### config.mk
export PLATFORM = sky130hd
export DESIGN_NAME = com_pulse_pacer
export DESIGN_NICKNAME = d
export VERILOG_FILES = /design/src/rtl/com_pulse_pacer.sv
export SDC_FILE = /design/constraint.sdc
export NUM_CORES = 1
export LEC_CHECK = 0
export CORE_MARGIN = 3
export CORE_UTILIZATION = 61
export CTS_CLUSTER_SIZE = 28
export DETAILED_ROUTE_END_ITERATION = 6
export PLACE_DENSITY = 0.81
export SETUP_SLACK_MARGIN = 0.1
export SYNTH_ARGS = -nofsm -noshare
export SYNTH_HDL_FRONTEND = slang
export SYNTH_SLANG_ARGS = --single-unit
### constraint.sdc
create_clock -name clk -period 4.3 [get_ports clk]
set_input_delay 0.86 -clock clk [delete_from_list [all_inputs] [get_ports clk]]
set_output_delay 0.86 -clock clk [all_outputs]
set_load 0.01 [all_outputs]
### src/rtl/com_pulse_pacer.sv
// com_pulse_pacer: counts incoming event pulses and re-issues them as single-cycle
// pulses spaced at least GAP clocks apart, so a downstream CDC pulse synchroniser
// never sees two pulses inside one handshake round trip.
// Optional feature macro: COM_PULSE_PACER_DROP_CNT_EN adds the drop_cnt port and
// its saturating dropped-event counter.
//
// Handshake note: there is no valid/ready pair here. ipulse is a per-cycle event
// (every high cycle is one event, always sampled), and opulse is a fire-and-forget
// pulse whose spacing is the only contract with the downstream synchroniser.
module com_pulse_pacer #(
    parameter int CNT_W  = 8,
    parameter int GAP    = 8,
    parameter int DROP_W = 16
) (
    input  logic             clk,
    input  logic             rst,
    input  logic             clr,
    input  logic             ipulse,
    output logic             opulse,
    output logic [CNT_W-1:0] pend_cnt,
    output logic             busy,
    output logic             ovf
`ifdef COM_PULSE_PACER_DROP_CNT_EN
    ,
    output logic [DROP_W-1:0] drop_cnt
`endif
);

    typedef enum logic {
        ST_IDLE = 1'b0,
        ST_GAP  = 1'b1
    } state_t;

    localparam logic [CNT_W-1:0] PEND_MAX   = '1;
    localparam logic [15:0]      GAP_RELOAD = 16'(GAP - 1);
    localparam bit               MULTI_GAP  = (GAP > 1);

    // Elaboration-time guards on the parameter ranges.
    if (GAP < 1 || GAP > 65535) begin : g_gap_check
        $error("com_pulse_pacer: GAP must be in 1..65535");
    end
    if (DROP_W < 1) begin : g_drop_w_check
        $error("com_pulse_pacer: DROP_W must be >= 1");
    end

    state_t      state;
    state_t      state_next;
    logic [15:0] gap_cnt;
    logic [15:0] gap_next;
    logic        opulse_next;

    logic        gap_zero;
    logic        avail;
    logic        fire;
    logic        accept;
    logic        drop;
    logic        pend_full;

    // Decode of the event bookkeeping: clr wins over everything else.
    always_comb begin
        gap_zero  = (gap_cnt == 16'd0);
        pend_full = (pend_cnt == PEND_MAX);
        avail     = (pend_cnt != '0) | ipulse;
        fire      = avail & gap_zero & ~clr;
        accept    = ipulse & ~clr & (~pend_full | fire);
        drop      = ipulse & ~clr & pend_full & ~fire;
    end

    // Next-state logic of the pacing FSM; a running gap always completes, even under clr.
    always_comb begin
        state_next  = state;
        gap_next    = gap_cnt;
        opulse_next = 1'b0;
        case (state)
            ST_IDLE: begin
                if (fire) begin
                    opulse_next = 1'b1;
                    gap_next    = GAP_RELOAD;
                    state_next  = MULTI_GAP ? ST_GAP : ST_IDLE;
                end
            end
            ST_GAP: begin
                if (!gap_zero) begin
                    gap_next = gap_cnt - 16'd1;
                end else if (fire) begin
                    opulse_next = 1'b1;
                    gap_next    = GAP_RELOAD;
                    state_next  = MULTI_GAP ? ST_GAP : ST_IDLE;
                end else begin
                    state_next = ST_IDLE;
                end
            end
            default: begin
                state_next = ST_IDLE;
                gap_next   = 16'd0;
            end
        endcase
    end

    // Pacing FSM state, gap timer and registered output pulse.
    always_ff @(posedge clk or posedge rst) begin
        if (rst) begin
            state   <= ST_IDLE;
            gap_cnt <= 16'd0;
            opulse  <= 1'b0;
        end else begin
            state   <= state_next;
            gap_cnt <= gap_next;
            opulse  <= opulse_next;
        end
    end

    // Backlog counter: simultaneous accept and fire leave it unchanged, so it never wraps.
    always_ff @(posedge clk or posedge rst) begin
        if (rst) begin
            pend_cnt <= '0;
        end else if (clr) begin
            pend_cnt <= '0;
        end else begin
            case ({accept, fire})
                2'b10:   pend_cnt <= pend_cnt + 1'b1;
                2'b01:   pend_cnt <= pend_cnt - 1'b1;
                default: pend_cnt <= pend_cnt;
            endcase
        end
    end

    // Sticky overflow flag, set whenever an event is dropped at a full backlog.
    always_ff @(posedge clk or posedge rst) begin
        if (rst) begin
            ovf <= 1'b0;
        end else if (clr) begin
            ovf <= 1'b0;
        end else if (drop) begin
            ovf <= 1'b1;
        end
    end

`ifdef COM_PULSE_PACER_DROP_CNT_EN
    // Saturating count of dropped events.
    always_ff @(posedge clk or posedge rst) begin
        if (rst) begin
            drop_cnt <= '0;
        end else if (clr) begin
            drop_cnt <= '0;
        end else if (drop && (drop_cnt != '1)) begin
            drop_cnt <= drop_cnt + 1'b1;
        end
    end
`endif

    // busy looks only at registered state; the GAP state covers the final zero-count cycle.
    always_comb begin
        busy = opulse | (pend_cnt != '0) | (state == ST_GAP) | (gap_cnt != 16'd0);
    end

endmodule

==> flow_metrics.tcl, run 1 <==
set metrics [dict create \
    netlist-cell-type-count 49 \
    ctsHoldBuffers 0 \
    ys_top_cells_by_area "dfrtp_1 42%, xnor2_1 5.4%, ha_1 4.6%" \
    wl_per_cell_um 15.8 \
    pin_count 15 \
    tritoncts "done" \
    grt_pass1_vias 1296 \
    reg2reg_from "gap_cnt[0]" \
    grt_max_degree 28 \
    cellPowerDensity_nw_per_um2 448 \
    hold-path-cell-count 1 \
    dieWidth_um 57.5 \
    cts_setup_buffers 0 \
    fmax_mhz 284 \
    fp.coreArea_um2 2500 \
    drt-initial-drc-count 36 \
    period_needed_ps 3520 \
    regArea_um2 676 \
    drive_gt1_share_pct 10.5 \
    met1_length_mm 1.44 \
    switchingPower_uw 309 \
    leakage_uw 0.000796 \
    mostFrequentLayoutCell "dfrtp_1" \
    cts_buffers 3 \
    worstHoldStart "gap_cnt[15]" \
    switching_share_pct 38.5 \
    vdd_ir_drop_max_mv 0.370 \
    post_synth_instance_area_um2 1620 \
    area_growth_pct 10.8 \
    synthMuxAreaShare_pct 1.32 \
    min_period_over_period_pct 81.8 \
    fillers 180 \
    tightest_slew_ps 1010 \
    cts_sinks 27 \
    netlist.area_leader.share_pct 41.8 \
    fp.dieH_um 57.5 \
    power.total_uw 802 \
    synth_top_family_by_area "simple AND/OR/NAND/NOR gates" \
    postRouteAntennaNets 0 \
    clkPwrFrac_pct 13.7 \
    combPwrFrac_pct 31.6 \
    met3_length_um 113 \
    drv_cap 0 \
    syn_area_per_cell_um2 10.2 \
    rows 18 \
    syn_inst 159 \
    r2r_end "pend_cnt[6]" \
    gp_congestion 0.883 \
    status "finished clean" \
    rsz0062_at_grt "false" \
    seq_power_share_pct 54.7 \
    insertedDiodeCount 0 \
    critPathMaxFanout 3 \
    fin_util_pct 71.6 \
    clkLatencyLatePin_ps 330 \
    hold_path_end "gap_cnt[15]" \
    post-place-ws_ps 695 \
    setup_viol 0 \
    totalWireLength_mm 3.18 \
    multiInputGateArea_um2 891 \
    synth_compound_area_share_pct 15.6 \
    viasPerCell 6.20 \
    seq_area_frac_synth_pct 41.8 \
    slew_headroom_pct 32.5 \
    clkTransAtPathRegs_ps 140 \
    cp.required_ps 3440 \
    cp_data_arrival_time_ps 2660 \
    synthSimpleGateAreaFrac_pct 23.9 \
    synth-xor-area-share_pct 9.76 \
    finalWorstSetupSlack_ps 784 \
    overflow 0 \
    synthAdderAreaFrac_pct 4.65 \
    synth-edff-count 0 \
    dpl_cell_area_um2 1760 \
    r2r_slack_ps 980 \
    p_int_uw 493 \
    fin_area_um2 1790 \
    nNetsFinal 183 \
    grt_first_pass_wirelength_mm 5.71 \
    portBuffers 14 \
    final.setup.tns_ps 0 \
    async_flop_share_pct 100 \
    slew_violations 0 \
    drc 0 \
    reg2regPathDepth 13 \
    hpwl_mm 2.39 \
    grt_use_total_pct 22.1 \
    synth_ff_type "dfrtp_1" \
    layout_common_cells "27 x dfrtp_1, 17 x nand2_1, 14 x clkdlybuf4s50_1, 11 x nor2_1, 10 x xnor2_1" \
    die-area_um2 3300 \
    fin_worst_skew_ps 2.47 \
    cts_root_buf "clkbuf_4" \
    antenna_found_initial 0 \
    synth-seq-cells 27 \
    end_kind "output port" \
    startpoint_type "flop" \
    yosys.area.top_type "dfrtp_1" \
    vias 1253 \
    wl_met2_mm 1.52 \
    min_path_type "flop to flop" \
    initial_core_util_pct 64.6 \
    htree_levels 1 \
    clockBufferDepth 2 \
    syn_nets 169 \
    final_hold_viol_count 0 \
    cts_resized 0 \
    dr.pass1.iters 4 \
    yosys_warnings 0 \
    routed.top_layer "met4" \
    worstSetupPathType "flop to output port" \
]
cell families after synthesis:
logic type      Yosys count
flops                    27
fa+ha+maj                 6
compound gates           33
buf+inv                  10
xor+xnor                 18
simple gates             63
mux                       2
worst max-delay path: stages (launching register included):
cell and delay (ps):
dfrtp_1 420, inv_1 120, ha_1 170, nor3b_1 370, nand4_1 220, or4_1 520, clkdlybuf4s50_1 490
per-layer routing:
layer	up-vias	global-route usage, %
li1	606	-
met1	603	28.5
met2	33	36.1
met3	11	2.49
met4	0	12.3
met5	-	0
worst max-delay path by stage:
stage	from	endpoint
2_1_floorplan	clr	pend_cnt[6]
3_3_place_gp	clr	pend_cnt[7]
3_5_place_dp	clr	pend_cnt[6]
4_1_cts	pend_cnt[1]	busy
5_1_grt	gap_cnt[0]	busy
6_report	gap_cnt[0]	busy
cells in the mapped netlist, drive strengths merged (2+ instances only):
master	instances
nand3	3
xor2	8
dfrtp	27
xnor2	10
clkbuf	3
nand2	17
o31ai	4
a21oi	4
nor4	5
and4	2
nor3	3
inv	5
ha	6
nand4	5
nor2	11
or2	3
or4	2
o21ai	11
a31oi	3
buf	2
or3	7
state kept, by name (all words and copies together), names as in the netlist:
register / cells
pend_cnt: 8
opulse: 1
ovf: 1
state: 1
gap_cnt: 16
layout make-up:
cell class	instances	share of cell area, %
multi-input cells	122	49.8
flip-flops and latches	27	37.8
repair buffers	14	7.83
well taps	30	2.10
clock buffers	4	1.47
inverters	5	1.05
power groups by stage:
stage,registers [uW],logic [uW],clock network (uW)
after floorplan,426,204,0
after global placement,438,242,0
after detailed placement,443,252,0
after CTS,439,254,115
after global routing,455,286,123
final,439,254,110
through the flow:
stage,cells,hold WS (ps)
2_1_floorplan,159,443
3_3_place_gp,198,466
3_5_place_dp,198,461
4_1_cts,202,485
5_1_grt,202,503
6_report,202,484
No activity file was read; power rests on OpenSTA's default activity.
==> run 2: changes to the inputs <==
--- a/config.mk
+++ b/config.mk
@@ -6,10 +6,10 @@
 export NUM_CORES = 1
 export LEC_CHECK = 0
 export CORE_MARGIN = 3
-export CORE_UTILIZATION = 61
+export CORE_UTILIZATION = 51
 export CTS_CLUSTER_SIZE = 28
 export DETAILED_ROUTE_END_ITERATION = 6
-export PLACE_DENSITY = 0.81
+export PLACE_DENSITY = 0.72
 export SETUP_SLACK_MARGIN = 0.1
 export SYNTH_ARGS = -nofsm -noshare
 export SYNTH_HDL_FRONTEND = slang
==> constraint.sdc (replaced) <==
create_clock -name clk -period 3.1 [get_ports clk]
set_input_delay 0.62 -clock clk [delete_from_list [all_inputs] [get_ports clk]]
set_output_delay 0.62 -clock clk [all_outputs]
set_load 0.01 [all_outputs]
==> flow_metrics.tcl, run 2 (same netlist as run 1, synthesis figures left out) <==
set metrics [dict create \
    clockBufferDepth 2 \
    status "finished clean" \
    largest_reg_flops 16 \
    setup_viol 0 \
    vias 1314 \
    insertedDiodeCount 0 \
    grt_pass1_vias 1328 \
    postRouteAntennaNets 0 \
    die-area_um2 3880 \
    rsz0062_at_grt "false" \
    worstSetupPathType "flop to output port" \
    cp_data_arrival_time_ps 2300 \
    layout_common_cells "24 x dfrtp_1, 21 x buf_4, 17 x nand2_1, 13 x clkdlybuf4s50_1, 11 x nor2_1" \
    crit_top_cell "or3_4" \
    drv_cap 0 \
    overflow 0 \
    reg2reg_from "gap_cnt[0]" \
    min_path_type "flop to flop" \
    clkLatencyLatePin_ps 340 \
    ctsHoldBuffers 0 \
    area_growth_pct 24.1 \
    cts_sinks 27 \
    slew_violations 0 \
    fp.dieH_um 62.3 \
    regMostFlops "gap_cnt" \
    hpwl_mm 2.62 \
    nNetsFinal 204 \
    cellPowerDensity_nw_per_um2 627 \
    drt-initial-drc-count 97 \
    antenna_found_initial 0 \
    reg.largest.list "gap_cnt: 16 flops, pend_cnt: 8 flops" \
    fin_util_pct 69.7 \
    dr.pass1.iters 4 \
    cp.required_ps 2480 \
    layoutNonFillerInstCount 235 \
    leakage_uw 0.000900 \
    dieWidth_um 62.3 \
    tightest_slew_ps 351 \
    grt_first_pass_wirelength_mm 6.21 \
    totalWireLength_mm 3.45 \
    drc 0 \
    grt_use_total_pct 19.5 \
    tritoncts "done" \
    rows 19 \
    reg2regPathDepth 13 \
    min_period_over_period_pct 94.2 \
    post-place-cells 221 \
    critPathBufInv 1 \
    critPathMaxFanout 5 \
    gp_congestion 0.885 \
    cts_buffers 3 \
    vdd_ir_drop_max_mv 0.395 \
    mostFrequentLayoutCell "dfrtp_1" \
    grt_max_degree 28 \
    r2r_end "pend_cnt[6]" \
    viasPerCell 5.59 \
    drive_gt1_share_pct 24.4 \
    slew_headroom_pct 76.4 \
    slowest_delay_ps 430 \
    path_delay_family "simple AND/OR/NAND/NOR gates" \
    crit_end "busy" \
    fp.coreArea_um2 2880 \
    pin_count 15 \
    fmax_mhz 343 \
    htree_levels 1 \
    final.setup.tns_ps 0 \
    cp_num_cells 4 \
    period_needed_ps 2920 \
    worstSetupStartpoint "pend_cnt[0]" \
    end_kind "output port" \
    clkTransAtPathRegs_ps 170 \
    fin_worst_skew_ps 16.9 \
    final_hold_viol_count 0 \
    portBuffers 14 \
    r2r_slack_ps 220 \
    cts_root_buf "clkbuf_4" \
    crit_chain "or3_4 -> or3_4 -> or4_1 -> dlygate4sd2_1" \
    startpoint_type "flop" \
    critPathSlowestCell "or3_4" \
    wl_per_cell_um 14.7 \
    initial_core_util_pct 56.2 \
]
## run 2: changes by cell type in the layout (fill, tap and decap cells not counted), moves of 2 or more
cell     previous run  this run
o31ai_1             2         0
buf_4               0        21
dfrtp_2             0         3
o31ai_2             2         4
dfrtp_1            27        24
## run 2: stage by stage
stage / total power (uW) / instance area [um2] / setup slack [ps] / hold WS [ps]
after global routing: 1350 / 2000 / 52.3 / 554
after CTS: 1200 / 1920 / 160 / 542
after floorplan: 874 / 1620 / 260 / 443
after detailed placement: 998 / 1860 / 75.7 / 471
final: 1260 / 2000 / 181 / 541
after global placement: 973 / 1860 / 142 / 464
## run 2: timing repair
| action | in CTS | in global routing |
|---|---|---|
| buffers inserted | 0 | 10 |
| setup endpoints to repair | 2 | 3 |
| pin swaps | 0 | 2 |
| gates resized for setup | 5 | 5 |
## run 2: routing by layer
metal,part of all wire (%),GRT usage (%),up-vias,wire (um)
met4,1.6,6.06,0,56
met2,48,33.2,34,1660
met5,0,0,-,0
met3,5.2,2.70,7,181
met1,45,25.7,614,1550
li1,-,-,659,-
## run 2: how the worst min path moves through the flow
stage,from,end,cells after the start
finish,gap_cnt[5],gap_cnt[5],1
detailed placement,gap_cnt[15],gap_cnt[15],1
floorplan,gap_cnt[15],gap_cnt[15],1
CTS,gap_cnt[5],gap_cnt[5],1
global route,gap_cnt[5],gap_cnt[5],1
global placement,gap_cnt[15],gap_cnt[15],1
## run 2: report_power, final
group | internal, uW | leakage [uW] | total, uW | switching (uW)
Sequential | 463 | 0.000346 | 608 | 145
Clock | 52.7 | 0.0000183 | 168 | 115
Combinational | 259 | 0.000536 | 481 | 221
Total | 775 | 0.000900 | 1260 | 482
## run 2: area by class of cell
class                      instances  area, um2
inverter                           5       18.8
fill                             217        872
tap                               42       52.6
timing repair buffer              35        297
multi-input combinational        122        926
clock inverter                     1       8.76
clock buffer                       3       22.5
sequential                        27        679
==> run 3: changes to the inputs <==
--- a/config.mk
+++ b/config.mk
@@ -5,6 +5,7 @@
 export SDC_FILE = /design/constraint.sdc
 export NUM_CORES = 1
 export LEC_CHECK = 0
+export CAP_MARGIN = 15
 export CORE_MARGIN = 3
 export CORE_UTILIZATION = 51
 export CTS_CLUSTER_SIZE = 28
==> results of run 3 <==
No change in the layout: final DEF, timing and power equal those of run 2.
